File: config.mk
export PLATFORM = sky130hd
export DESIGN_NAME = ifetch_queue
export DESIGN_NICKNAME = d
export VERILOG_FILES = /design/src/rtl/rv_fetch_pkg.sv /design/src/rtl/fetch_fifo.sv /design/src/rtl/ifetch_queue.sv
export SDC_FILE = /design/constraint.sdc
export NUM_CORES = 1
export LEC_CHECK = 0
export CAP_MARGIN = 15
export CORE_AREA = 2 2 204 206
export DETAILED_ROUTE_END_ITERATION = 12
export DIE_AREA = 0 0 206 208
export PLACE_DENSITY = 0.79
export SLEW_MARGIN = 10
export SYNTH_ARGS = -nofsm -noshare
export SYNTH_HDL_FRONTEND = slang
export SYNTH_SLANG_ARGS = --single-unit
File: constraint.sdc
create_clock -name clk -period 6.06 [get_ports clk]
set_clock_uncertainty 0.1 [all_clocks]
set_input_delay 0.606 -clock clk [delete_from_list [all_inputs] [get_ports clk]]
set_output_delay 0.606 -clock clk [all_outputs]
set_load 0.05 [all_outputs]
File: src/rtl/rv_fetch_pkg.sv
// rtl/rv_fetch_pkg.sv - shared types and constants for the instruction prefetch queue
package rv_fetch_pkg;

  localparam int XLEN       = 32;
  localparam int INSN_BYTES = 4;

  typedef struct packed {
    logic [XLEN-1:0] ins;
    logic [XLEN-1:0] pc;
  } fetch_entry_t;

endpackage

File: src/rtl/fetch_fifo.sv
// rtl/fetch_fifo.sv - synchronous FIFO with single-cycle flush, head visible combinationally
module fetch_fifo
  import rv_fetch_pkg::*;
#(
  parameter int  DEPTH   = 4,
  parameter type entry_t = fetch_entry_t,
  localparam int CW      = $clog2(DEPTH + 1),
  localparam int PW      = $clog2(DEPTH)
) (
  input  logic          clk,
  input  logic          rst_n,
  input  logic          flush,
  input  logic          wr_valid,
  input  entry_t        wr_data,
  input  logic          rd_ready,
  output logic          rd_valid,
  output entry_t        rd_data,
  output logic [CW-1:0] count
);

  entry_t        mem [DEPTH];
  logic [PW-1:0] wr_ptr;
  logic [PW-1:0] rd_ptr;
  logic          rd_fire;

  assign rd_valid = (count != '0);
  assign rd_data  = mem[rd_ptr];
  assign rd_fire  = rd_ready && rd_valid;

  // Storage is cleared on reset so the head reads as zero before the first write
  always_ff @(posedge clk or negedge rst_n) begin
    if (!rst_n) begin
      wr_ptr <= '0;
      rd_ptr <= '0;
      count  <= '0;
      for (int i = 0; i < DEPTH; i++) mem[i] <= '0;
    end else if (flush) begin
      wr_ptr <= '0;
      rd_ptr <= '0;
      count  <= '0;
    end else begin
      if (wr_valid) begin
        mem[wr_ptr] <= wr_data;
        wr_ptr      <= wr_ptr + PW'(1);
      end
      if (rd_fire) rd_ptr <= rd_ptr + PW'(1);
      count <= count + CW'(wr_valid) - CW'(rd_fire);
    end
  end

endmodule

File: src/rtl/ifetch_queue.sv
// rtl/ifetch_queue.sv - prefetching instruction queue between instruction memory and Fetch
module ifetch_queue
  import rv_fetch_pkg::*;
#(
  parameter int                    ADDR_WIDTH = 32,
  parameter int                    DAT_WIDTH  = 32,
  parameter int                    DEPTH      = 4,
  parameter logic [ADDR_WIDTH-1:0] RESET_PC   = 32'h0000_0000
) (
  input  logic                  clk,
  input  logic                  rst_n,
  input  logic                  redirect_i,
  input  logic [ADDR_WIDTH-1:0] redirect_pc_i,
  output logic                  imem_req_valid_o,
  output logic [ADDR_WIDTH-1:0] imem_req_addr_o,
  input  logic                  imem_req_ready_i,
  input  logic                  imem_rsp_valid_i,
  input  logic [DAT_WIDTH-1:0]  imem_rsp_data_i,
  output logic                  deq_valid_o,
  input  logic                  deq_ready_i,
  output logic [DAT_WIDTH-1:0]  deq_ins_o,
  output logic [ADDR_WIDTH-1:0] deq_pc_o,
  output logic [ADDR_WIDTH-1:0] deq_pc4_o
);

  localparam int          CW      = $clog2(DEPTH + 1);
  localparam logic [CW:0] DEPTH_W = (CW + 1)'(DEPTH);

  typedef struct packed {
    logic [DAT_WIDTH-1:0]  ins;
    logic [ADDR_WIDTH-1:0] pc;
  } q_entry_t;

  logic [ADDR_WIDTH-1:0] fetch_pc;
  logic [CW-1:0]         outstanding;
  logic [CW-1:0]         kill;
  logic [CW-1:0]         count;
  logic [CW-1:0]         pc_count;
  logic                  pc_valid;
  logic [ADDR_WIDTH-1:0] rsp_pc;
  logic                  credit_ok;
  logic                  issue;
  logic                  rsp_ok;
  logic                  rsp_live;
  q_entry_t              wr_entry;
  q_entry_t              head;

  // Every accepted request reserves a queue slot, so responses can never overflow
  assign credit_ok        = ({1'b0, count} + {1'b0, outstanding}) < DEPTH_W;
  assign imem_req_valid_o = !redirect_i && credit_ok;
  assign imem_req_addr_o  = fetch_pc;
  assign issue            = imem_req_valid_o && imem_req_ready_i;

  assign rsp_ok   = imem_rsp_valid_i && (outstanding != '0);
  assign rsp_live = rsp_ok && (kill == '0) && !redirect_i;

  always_ff @(posedge clk or negedge rst_n) begin
    if (!rst_n) begin
      fetch_pc    <= RESET_PC;
      outstanding <= '0;
      kill        <= '0;
    end else if (redirect_i) begin
      // Everything still in flight belongs to the wrong path; a response landing now is dropped too
      fetch_pc    <= redirect_pc_i;
      outstanding <= outstanding - CW'(rsp_ok);
      kill        <= outstanding - CW'(rsp_ok);
    end else begin
      if (issue) fetch_pc <= fetch_pc + ADDR_WIDTH'(INSN_BYTES);
      outstanding <= outstanding + CW'(issue) - CW'(rsp_ok);
      if (rsp_ok && (kill != '0)) kill <= kill - CW'(1);
    end
  end

  fetch_fifo #(
    .DEPTH   (DEPTH),
    .entry_t (logic [ADDR_WIDTH-1:0])
  ) u_pc_fifo (
    .clk      (clk),
    .rst_n    (rst_n),
    .flush    (redirect_i),
    .wr_valid (issue),
    .wr_data  (fetch_pc),
    .rd_ready (rsp_live),
    .rd_valid (pc_valid),
    .rd_data  (rsp_pc),
    .count    (pc_count)
  );

  assign wr_entry = '{ins: imem_rsp_data_i, pc: rsp_pc};

  fetch_fifo #(
    .DEPTH   (DEPTH),
    .entry_t (q_entry_t)
  ) u_data_fifo (
    .clk      (clk),
    .rst_n    (rst_n),
    .flush    (redirect_i),
    .wr_valid (rsp_live),
    .wr_data  (wr_entry),
    .rd_ready (deq_ready_i && !redirect_i),
    .rd_valid (deq_valid_o),
    .rd_data  (head),
    .count    (count)
  );

  assign deq_ins_o = head.ins;
  assign deq_pc_o  = head.pc;
  assign deq_pc4_o = head.pc + ADDR_WIDTH'(INSN_BYTES);

  a_rsp_without_request: assert property (@(posedge clk) disable iff (!rst_n)
    imem_rsp_valid_i |-> (outstanding != '0));
  a_live_rsp_has_pc: assert property (@(posedge clk) disable iff (!rst_n)
    rsp_live |-> pc_valid);
  a_pc_fifo_tracks_live: assert property (@(posedge clk) disable iff (!rst_n)
    pc_count == (outstanding - kill));

endmodule

* After elaboration in Yosys (flattened, before gate mapping)
Cells that the tools add are included.
** Storage, ports and cells
- Flip-flop bits (word level) :: 436
- Input port bits :: 70
- Output and inout port bits :: 130
- Word-level logic and storage cells :: 99
** Cells by class
- Add/sub/neg operators :: 15
- $lt $le $gt $ge :: 7
- Multiplexer cells :: 27
- Bitwise operators :: 5
- Reduce and logical (&&, ||, !) cells :: 24
** Operator list (number)
- 256-bit bitwise mux :: 1
- 64-bit 2-to-1 mux :: 3
- 32-bit 2-to-1 mux :: 5
- 64-bit binary-select mux with 2-bit select :: 1
- 128-bit bitwise mux :: 1
- 64-bit demux with 2-bit select :: 1
- 32-bit by 3-bit adder with 32-bit output (second input constant) :: 2
- 32-bit binary-select mux with 2-bit select :: 1
- 32-bit demux with 2-bit select :: 1
- 2-bit 2-to-1 mux :: 8
- 3-bit 2-to-1 mux :: 5
- 3-bit greater-or-equal comparator (second input constant) :: 4
- 2-bit NOT with 3-bit output :: 4
- 3-bit nonzero test :: 4
- 3-bit by 1-bit subtractor with 3-bit output :: 4
- 1-bit logical AND :: 11
- 2-bit nonzero test :: 5
- 3-bit by 1-bit adder with 3-bit output :: 3
- 2-bit by 1-bit adder with 2-bit output (second input constant) :: 4
- 3-bit by 1-bit less-than comparator with 1-bit output (second input constant) :: 2
- 3-bit by 3-bit adder with 4-bit output :: 1
- 4-bit by 3-bit less-than comparator with 1-bit output (second input constant) :: 1
- 2-bit AND reduction :: 2
- 3-bit logical NOT :: 1
- 3 further kinds :: 3

* Logic depth before layout (Yosys ltp)
- Depth in word-level cells :: 7
- Mapped depth :: 12
- Depth with buffers taken out :: 11

* Modules after synthesis
Synthesis repeated with hierarchy kept, for this count alone.
** Second synthesis, totals
- Cells, all modules :: 1333
- Area, all modules :: 20880.0 sq um
** Modules (own cells, without submodules)
- fetch_fifo (u_data_fifo) :: times used 1, cells each 661, area each 11954.0 sq um, seq. area each 6581.3 sq um
- fetch_fifo (u_pc_fifo) :: times used 1, cells each 350, area each 6137.1 sq um, seq. area each 3378.2 sq um
- ifetch_queue :: times used 1, cells each 322, area each 2788.9 sq um, seq. area each 950.9 sq um

* Worst setup path after synthesis
No wires, ideal clock.
- Path type :: flip-flop to output port
- From :: register u_data_fifo.rd_ptr[0]
- To :: output deq_pc4_o[26]
- Data arrival time :: 3378 ps
- Required time :: 5354 ps
- Path slack :: 1976 ps
- Cell stages (with the launch flop) :: 10
- Path buffers :: 3
- Path through :: dfrtp_1 > buf_6 > buf_12 > mux4_2 > ha_1 > nand4_2 > or4_1 > buf_2 > nor4_4 > xor2_1
** Between the ends
- Word-level cells in the longest chain between the ends :: 5
** RTL lines
- start, declared :: RTL line fetch_fifo.sv:23 : logic [PW-1:0] rd_ptr;
- start signal, assigned :: RTL line fetch_fifo.sv:46 : if (rd_fire) rd_ptr <= rd_ptr + PW'(1);
- 2-bit NOT with 3-bit output (not written as such) :: RTL line fetch_fifo.sv:27 : assign rd_data = mem[rd_ptr];
- 64-bit binary-select mux with 2-bit select :: RTL line fetch_fifo.sv:27
- 64-bit 2-to-1 mux (not written as such) (2 in series) :: RTL line fetch_fifo.sv:27
- named net deq_pc_o[2] :: RTL line ifetch_queue.sv:22 : output logic [ADDR_WIDTH-1:0] deq_pc_o,
- 32-bit by 3-bit adder with 32-bit output :: RTL line ifetch_queue.sv:108 : assign deq_pc4_o = head.pc + ADDR_WIDTH'(INSN_BYTES);
- end, declared :: RTL line ifetch_queue.sv:23 : output logic [ADDR_WIDTH-1:0] deq_pc4_o
The timed path passes the listed nets, and every way through them passes these cells. The select of a mux whose other input is x is not followed.

* Final worst setup path
- From :: register u_data_fifo.rd_ptr[1]
- To :: output deq_pc4_o[26]
** Between the ends
- Word-level cells in the longest chain between the ends :: 5
** RTL lines (RTL line)
- 2-bit NOT with 3-bit output (not written as such) :: fetch_fifo.sv:27
- 64-bit binary-select mux with 2-bit select :: fetch_fifo.sv:27
- 64-bit 2-to-1 mux (not written as such) (2 in series) :: fetch_fifo.sv:27
- 32-bit by 3-bit adder with 32-bit output :: ifetch_queue.sv:108
No other way between the ends. The select of a mux whose other input is x is not followed.

==> reports/results.ini <==
[status]
status=finished, final reports clean

[yosys]
ys_warn_count=0
synth-async-reset-ratio_pct=100
yosysSeqAreaShare_pct=54.1
synthCells=1406
synth-main-ff-cell=dfrtp_1
synth.cell_area_um2=20200
ys_ff_latch=436
mappedNetlistNets=1501
ys_types=54
synth-edff-count=0
avgSynthCellArea_um2=14.3

[sta]
rsz0062_at_grt=no
final-max-slew-violation-count=0
final.setup.tns_ps=0
finalCritPeriodShare_pct=85.0
tightestPinTransition_ps=1020
max_slew_margin_pct=31.6
fmax_mhz=194
setup_viol=0
finalHoldViolCount=0
min_period_ps=5150
hold_ws_ps=9.57

[worst_setup_path]
startpoint_type=flip-flop
crit_chain=mux4_2, ha_1, nand4_2, or4_1, nor4_4, xor2_1, clkdlybuf4s50_1
r2r_cells=7
arrival_ps=4440
cp_top_family=simple AND/OR/NAND/NOR gates
cp_slowest_cell=clkdlybuf4s50_1
critical_path_class=reg -> out
max_stage_delay_ps=840
reg2reg_to=u_data_fifo.mem[102]
timing.rr.start=kill[0]
path_buf_inv=1
worst_setup_path_end_kind=output port
critPathRequiredTime_ps=5350
path_depth=7
cp_max_fo=29
r2r_slack_ps=2920

[layout]
fin_util_pct=59.5
nets=1683
area_delta_synth_final_pct=19.8
drive_gt1_share_pct=35.2
fillCellCount=3120
layout_commonest_cell=dfrtp_1
final_cell_mix=dfrtp_1, mux2_2, clkdlybuf4s50_1

[place]
gp_congestion=0.790
dpl.hpwl_mm=29.5
port_buffers=199

[route]
dr.pass1.iters=5
drtIter0Drc=742
wl_met1_mm=20.8
wl_met3_mm=2.54
vias=12419
dr.max_layer_used=met4
drc_errors=0
wirelength_mm=45.1
final_antenna_net_count=0
routedWlPerCell_um=21.0
viasPerCell=5.77
wl_met2_mm=21.0

[global_route]
grt_max_degree=147
grt_pass1_vias=12947
grt_pass1_wl_mm=72.8
grt_usage_pct=21.6
grt-ovfl-total=0
antenna_found_initial=0

[min_path]
hp-class=in -> async

[cts]
htree_levels=2
root_buffer=clkbuf_16
cts_tree=yes
numCtsBuffers=48
cts_buffer_depth=3
cts_resized=0
clk_latency_ps=580
cts_setup_buffers=0
clock-sinks=436
postCtsHoldBufs=0
clk_pin_slew_ps=60

[die]
die_x_um=206
row_count=74
fp.dieH_um=208
die_area_um2=42800
core_um2=40600
initial_core_util_pct=49.7
ios=200

[power_and_ir_drop]
vdd_drop_max_uv=286
p_total_mw=12.2
leakagePower_nw=10.9
powerDensity_nw_per_um2=506

[run]
drv_cap=0

[worst max-delay path by stage]
stage / start / to / slack [ps]
floorplan: u_data_fifo.rd_ptr[0] / deq_pc4_o[26] / 1980
global placement: u_data_fifo.rd_ptr[0] / deq_pc4_o[31] / 1520
detailed placement: u_data_fifo.rd_ptr[0] / deq_pc4_o[31] / 1510
CTS: u_data_fifo.rd_ptr[1] / deq_pc4_o[26] / 840
global route: u_data_fifo.rd_ptr[0] / deq_pc4_o[31] / 650
finish: u_data_fifo.rd_ptr[1] / deq_pc4_o[26] / 910
[per-stage QoR]
stage,std cells,area (um^2),worst slack (ps)
2_1_floorplan,1406,20200,1980
3_3_place_gp,2070,22600,1520
3_5_place_dp,2070,22600,1510
4_1_cts,2151,24100,836
5_1_grt,2151,24100,649
6_report,2152,24100,911
[worst register-to-register path, cell delays in order, from the launching register on]
cell and delay [ps]:
dfrtp_1 380, inv_1 80, ha_1 150, nand2b_1 140, nor3_1 450, and2_2 890, buf_4 450, mux2_2 390
[metal layers]
layer	global-route usage [%]	up-vias
met4	5.42	0
met5	0	-
met3	3.71	52
li1	-	5496
met2	33.1	384
met1	32.1	6487
[state kept, by name, indices dropped and copies added, names as in the netlist]
signal and count:
u_data_fifo.mem 256, u_pc_fifo.mem 128, imem_req_addr_o 32, kill 3, outstanding 3, u_data_fifo.count 3
u_pc_fifo.count 3, u_data_fifo.rd_ptr 2, u_data_fifo.wr_ptr 2, u_pc_fifo.rd_ptr 2, u_pc_fifo.wr_ptr 2
[kinds of logic after synthesis]
group,share of synthesized area (%)
AO/OA/AOI/OAI,2.94
XOR/XNOR,1.87
adder cells (fa/ha/maj),1.66
buffers and inverters,2.59
flip-flops,54.1
multiplexers,31.3
AND/OR/NAND/NOR,5.51
[synth_stat cells, types with 3 or more instances]
| library cell | number | area, um^2 |
|---|---|---|
| nand2b_1 | 5 | 31.3 |
| inv_1 | 32 | 120 |
| nand2_1 | 81 | 304 |
| nor3_1 | 13 | 65.1 |
| a32oi_1 | 4 | 35.0 |
| nand4_1 | 13 | 81.3 |
| and2_1 | 11 | 68.8 |
| mux2_2 | 365 | 4110 |
| xnor2_1 | 16 | 140 |
| o311ai_0 | 9 | 78.8 |
| o211ai_1 | 5 | 37.5 |
| fa_1 | 3 | 60.1 |
| and3_1 | 5 | 31.3 |
| nor4_1 | 7 | 43.8 |
| buf_1 | 9 | 33.8 |
| a221o_1 | 3 | 30.0 |
| a21oi_1 | 9 | 45.0 |
| nand3_1 | 27 | 135 |
| xor2_1 | 27 | 236 |
| clkbuf_1 | 67 | 251 |
| a31oi_1 | 6 | 37.5 |
| mux4_1 | 5 | 131 |
| or4_1 | 3 | 22.5 |
| dfrtp_1 | 436 | 10900 |
| o21ai_0 | 50 | 250 |
| mux4_2 | 91 | 2050 |
| a22oi_1 | 3 | 22.5 |
| buf_2 | 9 | 45.0 |
| ha_1 | 22 | 275 |
| nor2_1 | 31 | 116 |
| nor2b_1 | 5 | 31.3 |
| buf_6 | 3 | 33.8 |
| or3_1 | 5 | 31.3 |
[where the power goes]
part	total, mW	leakage [nW]	switching [mW]	internal, mW
clock	2.81	0.741	1.16	1.65
sequential	4.24	5.80	0.556	3.68
combinational	5.19	4.31	3.07	2.11
[final cells by class]
class,count,area (um^2),area share [%]
Antenna cell,1,2.50,0.0104
Clock buffer,67,1360,5.64
Clock inverter,14,158,0.653
Inverter,33,124,0.513
Multi-Input combinational cell,846,8730,36.2
Sequential cell,436,10900,45.2
Tap cell,532,666,2.76
Timing Repair Buffer,223,2190,9.06
Power figures use the tool's default switching activity.
